`src/rtl/cmac_pkg.sv`:
```
// Shared definitions for the CMAC column scheduler.
// Contents: scheduler state encoding, default datapath widths, the
// error-counter width, and a helper that sizes the row-index port so that
// a single-row column still has a 1-bit index.
package cmac_pkg;

  typedef enum logic [2:0] {
    ST_IDLE   = 3'd0,
    ST_LOAD_W = 3'd1,
    ST_STREAM = 3'd2,
    ST_DRAIN  = 3'd3,
    ST_DONE   = 3'd4
  } state_e;

  localparam int PSUM_W_DEF  = 24;
  localparam int EPROD_W_DEF = 16;
  localparam int ERR_CNT_W   = 16;

  function automatic int idx_width(input int rows);
    return (rows > 1) ? $clog2(rows) : 1;
  endfunction

endpackage

```
`src/rtl/cmac_valid_pipe.sv`:
```
// Valid-bit delay line that mirrors the MAC column latency.
// Ports:
//   clk     - rising-edge clock
//   rst_n   - asynchronous active-low reset; flushes every stage
//   in_i    - valid bit entering the head (the activation fire strobe)
//   out_o   - valid bit leaving the tail, DEPTH cycles after entry
//   empty_o - no valid bit anywhere in the line
// Bubbles travel through as zeros, so out_o keeps the input spacing.
module cmac_valid_pipe #(
  parameter int DEPTH = 9
) (
  input  logic clk,
  input  logic rst_n,
  input  logic in_i,
  output logic out_o,
  output logic empty_o
);

  logic [DEPTH-1:0] pipe_q;

  always_ff @(posedge clk or negedge rst_n) begin
    if (!rst_n) begin
      pipe_q <= '0;
    end else begin
      pipe_q <= {pipe_q[DEPTH-2:0], in_i};
    end
  end

  assign out_o   = pipe_q[DEPTH-1];
  assign empty_o = ~|pipe_q;

endmodule

```
`src/rtl/cmac_column_sched.sv`:
```
// Sequencer for one column of ROWS chained error-compensating MAC stages.
// Loads one weight per stage, streams k_len activation beats into the head,
// tracks the column latency with a valid pipe, and captures the tail partial
// sum with the tail's residual error product folded in.
// Ports:
//   clk, rst_n                  - clock, asynchronous active-low reset
//   start_i, k_len_i            - job request and beat count (latched on accept)
//   busy_o, done_o              - job in progress / one-cycle completion pulse
//   w_load_en_o, w_row_idx_o    - weight-load strobe and target stage
//   act_valid_i, act_ready_o    - activation handshake; act_fire_o = both high
//   psum_tail_i, err_tail_i     - last-stage partial sum and error product
//   err_sig_tail_i              - last-stage error flag
//   result_valid_o, result_data_o - compensated column result
//   err_count_o                 - tail error events in the current job
// Build option: CMAC_ERR_STATS_EN enables the saturating error-event
// counter; without it err_count_o is tied to zero.
//
// state     | meaning
// ----------+--------------------------------------------------------
// ST_IDLE   | waiting for start_i
// ST_LOAD_W | one weight per cycle, rows 0..ROWS-1
// ST_STREAM | accepting activation beats until k_len have fired
// ST_DRAIN  | waiting for the last beat to leave the valid pipe
// ST_DONE   | one-cycle done pulse
module cmac_column_sched
  import cmac_pkg::*;
#(
  parameter int ROWS    = 8,
  parameter int K_W     = 8,
  parameter int PSUM_W  = PSUM_W_DEF,
  parameter int EPROD_W = EPROD_W_DEF,
  localparam int IDX_W  = idx_width(ROWS)
) (
  input  logic                 clk,
  input  logic                 rst_n,
  input  logic                 start_i,
  input  logic [K_W-1:0]       k_len_i,
  output logic                 busy_o,
  output logic                 done_o,
  output logic                 w_load_en_o,
  output logic [IDX_W-1:0]     w_row_idx_o,
  input  logic                 act_valid_i,
  output logic                 act_ready_o,
  output logic                 act_fire_o,
  input  logic [PSUM_W-1:0]    psum_tail_i,
  input  logic [EPROD_W-1:0]   err_tail_i,
  input  logic                 err_sig_tail_i,
  output logic                 result_valid_o,
  output logic [PSUM_W-1:0]    result_data_o,
  output logic [ERR_CNT_W-1:0] err_count_o
);

  state_e           state_q;
  logic [K_W-1:0]   k_q;
  logic [K_W-1:0]   beat_q;
  logic [IDX_W-1:0] row_q;
  logic             busy_q;
  logic             done_q;
  logic             w_load_q;
  logic             act_ready_q;

  logic             act_fire;
  logic             tail_valid;
  logic             pipe_empty;
  logic             result_valid_q;
  logic [PSUM_W-1:0] result_data_q;

  assign act_fire = act_valid_i & act_ready_q;

  // Outputs are set on the transition into the state that owns them, so
  // they line up with state_q without any decode after the flops.
  always_ff @(posedge clk or negedge rst_n) begin
    if (!rst_n) begin
      state_q     <= ST_IDLE;
      k_q         <= '0;
      beat_q      <= '0;
      row_q       <= '0;
      busy_q      <= 1'b0;
      done_q      <= 1'b0;
      w_load_q    <= 1'b0;
      act_ready_q <= 1'b0;
    end else begin
      case (state_q)
        ST_IDLE: begin
          if (start_i) begin
            k_q      <= k_len_i;
            beat_q   <= '0;
            row_q    <= '0;
            busy_q   <= 1'b1;
            w_load_q <= 1'b1;
            state_q  <= ST_LOAD_W;
          end
        end
        ST_LOAD_W: begin
          if (row_q == IDX_W'(ROWS - 1)) begin
            row_q    <= '0;
            w_load_q <= 1'b0;
            if (k_q == '0) begin
              done_q  <= 1'b1;
              state_q <= ST_DONE;
            end else begin
              act_ready_q <= 1'b1;
              state_q     <= ST_STREAM;
            end
          end else begin
            row_q <= row_q + 1'b1;
          end
        end
        ST_STREAM: begin
          if (act_fire) begin
            if (beat_q == k_q - K_W'(1)) begin
              beat_q      <= '0;
              act_ready_q <= 1'b0;
              state_q     <= ST_DRAIN;
            end else begin
              beat_q <= beat_q + 1'b1;
            end
          end
        end
        ST_DRAIN: begin
          if (pipe_empty) begin
            done_q  <= 1'b1;
            state_q <= ST_DONE;
          end
        end
        ST_DONE: begin
          done_q  <= 1'b0;
          busy_q  <= 1'b0;
          state_q <= ST_IDLE;
        end
        default: begin
          state_q <= ST_IDLE;
        end
      endcase
    end
  end

  // Depth ROWS+1: one cycle per stage plus the head activation register.
  cmac_valid_pipe #(
    .DEPTH(ROWS + 1)
  ) u_valid_pipe (
    .clk    (clk),
    .rst_n  (rst_n),
    .in_i   (act_fire),
    .out_o  (tail_valid),
    .empty_o(pipe_empty)
  );

  // Error product is unsigned; the sum wraps modulo 2^PSUM_W.
  always_ff @(posedge clk or negedge rst_n) begin
    if (!rst_n) begin
      result_valid_q <= 1'b0;
      result_data_q  <= '0;
    end else begin
      result_valid_q <= tail_valid;
      if (tail_valid) begin
        result_data_q <= psum_tail_i + PSUM_W'(err_tail_i);
      end
    end
  end

`ifdef CMAC_ERR_STATS_EN
  logic                 start_acc;
  logic [ERR_CNT_W-1:0] err_cnt_q;

  assign start_acc = (state_q == ST_IDLE) && start_i;

  always_ff @(posedge clk or negedge rst_n) begin
    if (!rst_n) begin
      err_cnt_q <= '0;
    end else if (start_acc) begin
      err_cnt_q <= '0;
    end else if (result_valid_q && err_sig_tail_i && (err_cnt_q != '1)) begin
      err_cnt_q <= err_cnt_q + 1'b1;
    end
  end

  assign err_count_o = err_cnt_q;
`else
  logic unused_err_sig;
  assign unused_err_sig = err_sig_tail_i;
  assign err_count_o    = '0;
`endif

  assign busy_o         = busy_q;
  assign done_o         = done_q;
  assign w_load_en_o    = w_load_q;
  assign w_row_idx_o    = row_q;
  assign act_ready_o    = act_ready_q;
  assign act_fire_o     = act_fire;
  assign result_valid_o = result_valid_q;
  assign result_data_o  = result_data_q;

endmodule

```
`config.mk`:
```
export PLATFORM = sky130hd
export DESIGN_NAME = cmac_column_sched
export DESIGN_NICKNAME = d
export VERILOG_FILES = /design/src/rtl/cmac_pkg.sv /design/src/rtl/cmac_valid_pipe.sv /design/src/rtl/cmac_column_sched.sv
export SDC_FILE = /design/constraint.sdc
export NUM_CORES = 1
export LEC_CHECK = 0
export ABC_AREA = 1
export CAP_MARGIN = 20
export CORE_ASPECT_RATIO = 1.2
export CORE_MARGIN = 2
export CORE_UTILIZATION = 54
export CTS_CLUSTER_SIZE = 14
export DETAILED_ROUTE_END_ITERATION = 12
export PLACE_DENSITY = 0.95
export SYNTH_ARGS = -nofsm -noshare
export SYNTH_HDL_FRONTEND = slang
export SYNTH_HIERARCHICAL = 1
export SYNTH_SLANG_ARGS = --single-unit
```
`constraint.sdc`:
```
create_clock -name clk -period 3.3 [get_ports clk]
set_input_delay 0.66 -clock clk [delete_from_list [all_inputs] [get_ports clk]]
set_output_delay 0.66 -clock clk [all_outputs]
set_load 0.03 [all_outputs]
```
==> impl_metrics.ini <==
[logic_synthesis]
synth_top_cells_by_area = sky130_fd_sc_hd__dfrtp_1, sky130_fd_sc_hd__nand2_1, sky130_fd_sc_hd__ha_1, sky130_fd_sc_hd__nand3_1, sky130_fd_sc_hd__inv_1
ys_seq_elements = 60
synth-simple-area-share_pct = 32.14
synth_mux_area_share_pct = 0
netlist-cell-type-count = 41
synth-compound-area-share_pct = 9.430
synth_top_cell_by_area = sky130_fd_sc_hd__dfrtp_1
ys_async_sr_fraction_pct = 100.0
syn_inst = 553
synth-warning-count = 6
ys_top_cells_by_count = sky130_fd_sc_hd__nand2_1, sky130_fd_sc_hd__dfrtp_1, sky130_fd_sc_hd__inv_1
synth-adder-area-share_pct = 7.080
netlist_area_mm2 = 0.003994
yosysSeqAreaShare_pct = 37.59
dominant_combinational_cell_family_by_area_after_synthesis = simple AND/OR/NAND/NOR gates
yosys.area.top_type_share_pct = 37.59
number_of_enable_type_register_cells_in_the_synthesized_netlist = 0
yosys.area_share.xor_xnor_pct = 3.728
syn_area_per_cell_um2 = 7.222
synth_ff_type = sky130_fd_sc_hd__dfrtp_1
yosys.cell_count.top_type = sky130_fd_sc_hd__nand2_1

[final_layout]
diodes = 0
final_cells = 736
area_growth_syn_to_layout_pct = 27.60
nFillCells = 558
finish.net_count = 716
final_core_util_pct = 70.47
drive_gt1_share_pct = 6.347

[grt]
initial_antenna_violation_count = 0
met3_track_utilization_from_global_routing_pct = 5.176
grt_usage_pct = 28.60
groute.layer.met2.usage_pct = 48.95
grt_first_pass_wirelength_mm = 17.72
gr-max-usage-layer = met2
number_of_global_route_vias_before_repair = 4104
gr-usage-met1_pct = 32.59
grt_max_degree = 33
aggregate_global_routing_overflow = 0

[die]
placement_rows = 34
design.core.area_mm2 = 0.007232
die_area_mm2 = 0.008102
die_h_um = 98.21
io_pins = 102
start_util_pct = 55.22
dieWidth_um = 82.51

[clock_network]
post_cts.repair.setup_buffers = 0
cts_max_path_buffers = 2
root_buffer = sky130_fd_sc_hd__clkbuf_8
clock_insertion_delay_worst_skew_ns = 0.35
hold_buffers = 0
resized_cells_post_cts = 0
tritoncts_num_sinks = 60
worst_setup_hold_path_clk_slew_ns = 0.08
cts_tree = done
total_clock_buffers_created_by_cts = 9
cts_htree_levels = 3

[worst_hold_path]
hold_path.class = reg -> reg

[place]
detailed_place_hpwl_mm = 8.300
buffer_ports.inserted = 84
preCtsSetupSlack_ns = 0.3970
place_congestion = 0.9755
dpl.cell_count = 720

[sta]
timing.final.ws_setup_ns = 0.6297
setup-tns-final_ns = 0
final_min_period_over_clock_period_pct = 80.92
grt_setup_unrepaired = false
setup_violations = 0
worst_clock_skew_ns = 0.01569
finalCriticalPeriod_ns = 2.670
timing.slew.headroom_pct = 42.37
slew_viol_final = 0
fmax_ghz = 0.3745
final_hold_violation_count = 0
tightest_slew_ns = 0.8634

[route]
wirelength_mm = 11.04
drtPass1Iterations = 5
initialDrtViolationCount = 235
via_count = 4017
routed_wire_length_per_instance_um = 15.00
ant_nets = 0
drt_drc_violations_left = 0
avgViaCountPerCell = 5.458

[flow_run]
drv_cap = 0

[setup_path]
startpoint_type = input port
critical_path_peak_fanout = 3
required_ns = 2.64
setup.worst_path.end_class = output pin
critical_path_class = in -> out
cp.arrival_ns = 2.01

[pwr]
power_leakage_nw = 2.463
ir_drop_mv = 0.4161
cellPowerDensity_mw_per_mm2 = 792.7

[run_status]
run_status = finished clean
==> stage by stage <==
step / hold slack [ns] / cell area (µm²) / total power (W)
3_5_place_dp: 0.3646 / 4870 / 0.003231
4_1_cts: 0.3785 / 5096 / 0.004040
5_1_grt: 0.3859 / 5096 / 0.004291
3_3_place_gp: 0.3583 / 4870 / 0.003155
6_report: 0.3759 / 5096 / 0.004040
2_1_floorplan: 0.3537 / 4050 / 0.002509
==> placed cells by master (no fill, tap or decap), types with 4 or more instances in the layout <==
cell / count
sky130_fd_sc_hd__nand2_1: 158
sky130_fd_sc_hd__clkdlybuf4s50_1: 83
sky130_fd_sc_hd__dfrtp_1: 60
sky130_fd_sc_hd__inv_1: 55
sky130_fd_sc_hd__nor2_1: 54
sky130_fd_sc_hd__nand3_1: 42
sky130_fd_sc_hd__o21ai_0: 29
sky130_fd_sc_hd__ha_1: 21
sky130_fd_sc_hd__a21oi_1: 20
sky130_fd_sc_hd__conb_1: 16
sky130_fd_sc_hd__nand4_1: 14
sky130_fd_sc_hd__inv_2: 10
sky130_fd_sc_hd__clkbuf_8: 10
sky130_fd_sc_hd__nor3_1: 9
sky130_fd_sc_hd__xnor2_1: 9
sky130_fd_sc_hd__xor2_1: 8
sky130_fd_sc_hd__o21ai_1: 7
sky130_fd_sc_hd__nand2_2: 4
==> final timing paths <==
check / start / to / slack (ns) / depth (start not counted)
hold / removal: u_valid_pipe/pipe_q[3]$_DFF_PN0_ / u_valid_pipe/pipe_q[4]$_DFF_PN0_ / 0.38 / 0
setup / recovery: act_valid_i / act_fire_o / 0.63 / 4
setup reg to reg: u_valid_pipe/pipe_q[8]$_DFF_PN0_ / result_data_o[6]$_DFFE_PN0P_ / 1.22 / 3
max in group asynchronous: rst_n / result_data_o[5]$_DFFE_PN0P_ / 2.30 / 2
min in group asynchronous: rst_n / k_q[6]$_DFFE_PN0P_ / 0.39 / 1
hold reg to reg: u_valid_pipe/pipe_q[3]$_DFF_PN0_ / u_valid_pipe/pipe_q[4]$_DFF_PN0_ / 0.38 / 0
==> per-layer routing <==
layer / routed length, µm / part of all wire [%] / up-vias
met2: 5653 / 51 / 194
met5: 0 / 0 / -
met4: 405 / 3.7 / 0
met1: 4347 / 39 / 1862
met3: 634 / 5.7 / 32
li1: - / - / 1929
==> registers in the layout, indices dropped and copies added, names as in the netlist <==
| signal | flops |
|---|---|
| result_data_o | 24 |
| u_valid_pipe/pipe_q | 9 |
| act_ready_o | 1 |
| result_valid_o | 1 |
| done_o | 1 |
| k_q | 8 |
| state_q | 3 |
| w_load_en_o | 1 |
| busy_o | 1 |
| w_row_idx_o | 3 |
| beat_q | 8 |
==> power by group <==
group          internal, W  total, W  switching, W
logic             0.000754   0.00199       0.00124
registers          0.00102   0.00127      0.000252
clock network     0.000449  0.000773      0.000324
total              0.00222   0.00404       0.00182
==> final cells by class <==
cell class	instances	area, µm²	area share [%]
multi-input combinational	419	2152	42.23
sequential	60	1501	29.46
timing repair buffer	85	855.8	16.79
inverter	66	247.7	4.861
clock buffer	11	141.4	2.774
tap	90	112.6	2.210
clock inverter	5	85.08	1.670
==> critical path: stages <==
cell                              delay (ns)
sky130_fd_sc_hd__clkdlybuf4s50_1        0.45
sky130_fd_sc_hd__nand2_1                0.10
sky130_fd_sc_hd__inv_1                  0.12
sky130_fd_sc_hd__clkdlybuf4s50_1        0.67
==> cells by family (layout without fill, tap and decap cells) <==
kind of cell	after synthesis	after routing
buf+inv	89	167
other cells	1	16
compound gates	68	68
flops	60	60
simple gates	296	296
xor+xnor	17	17
fa+ha+maj	22	22
No activity file was read; power rests on OpenSTA's default activity.
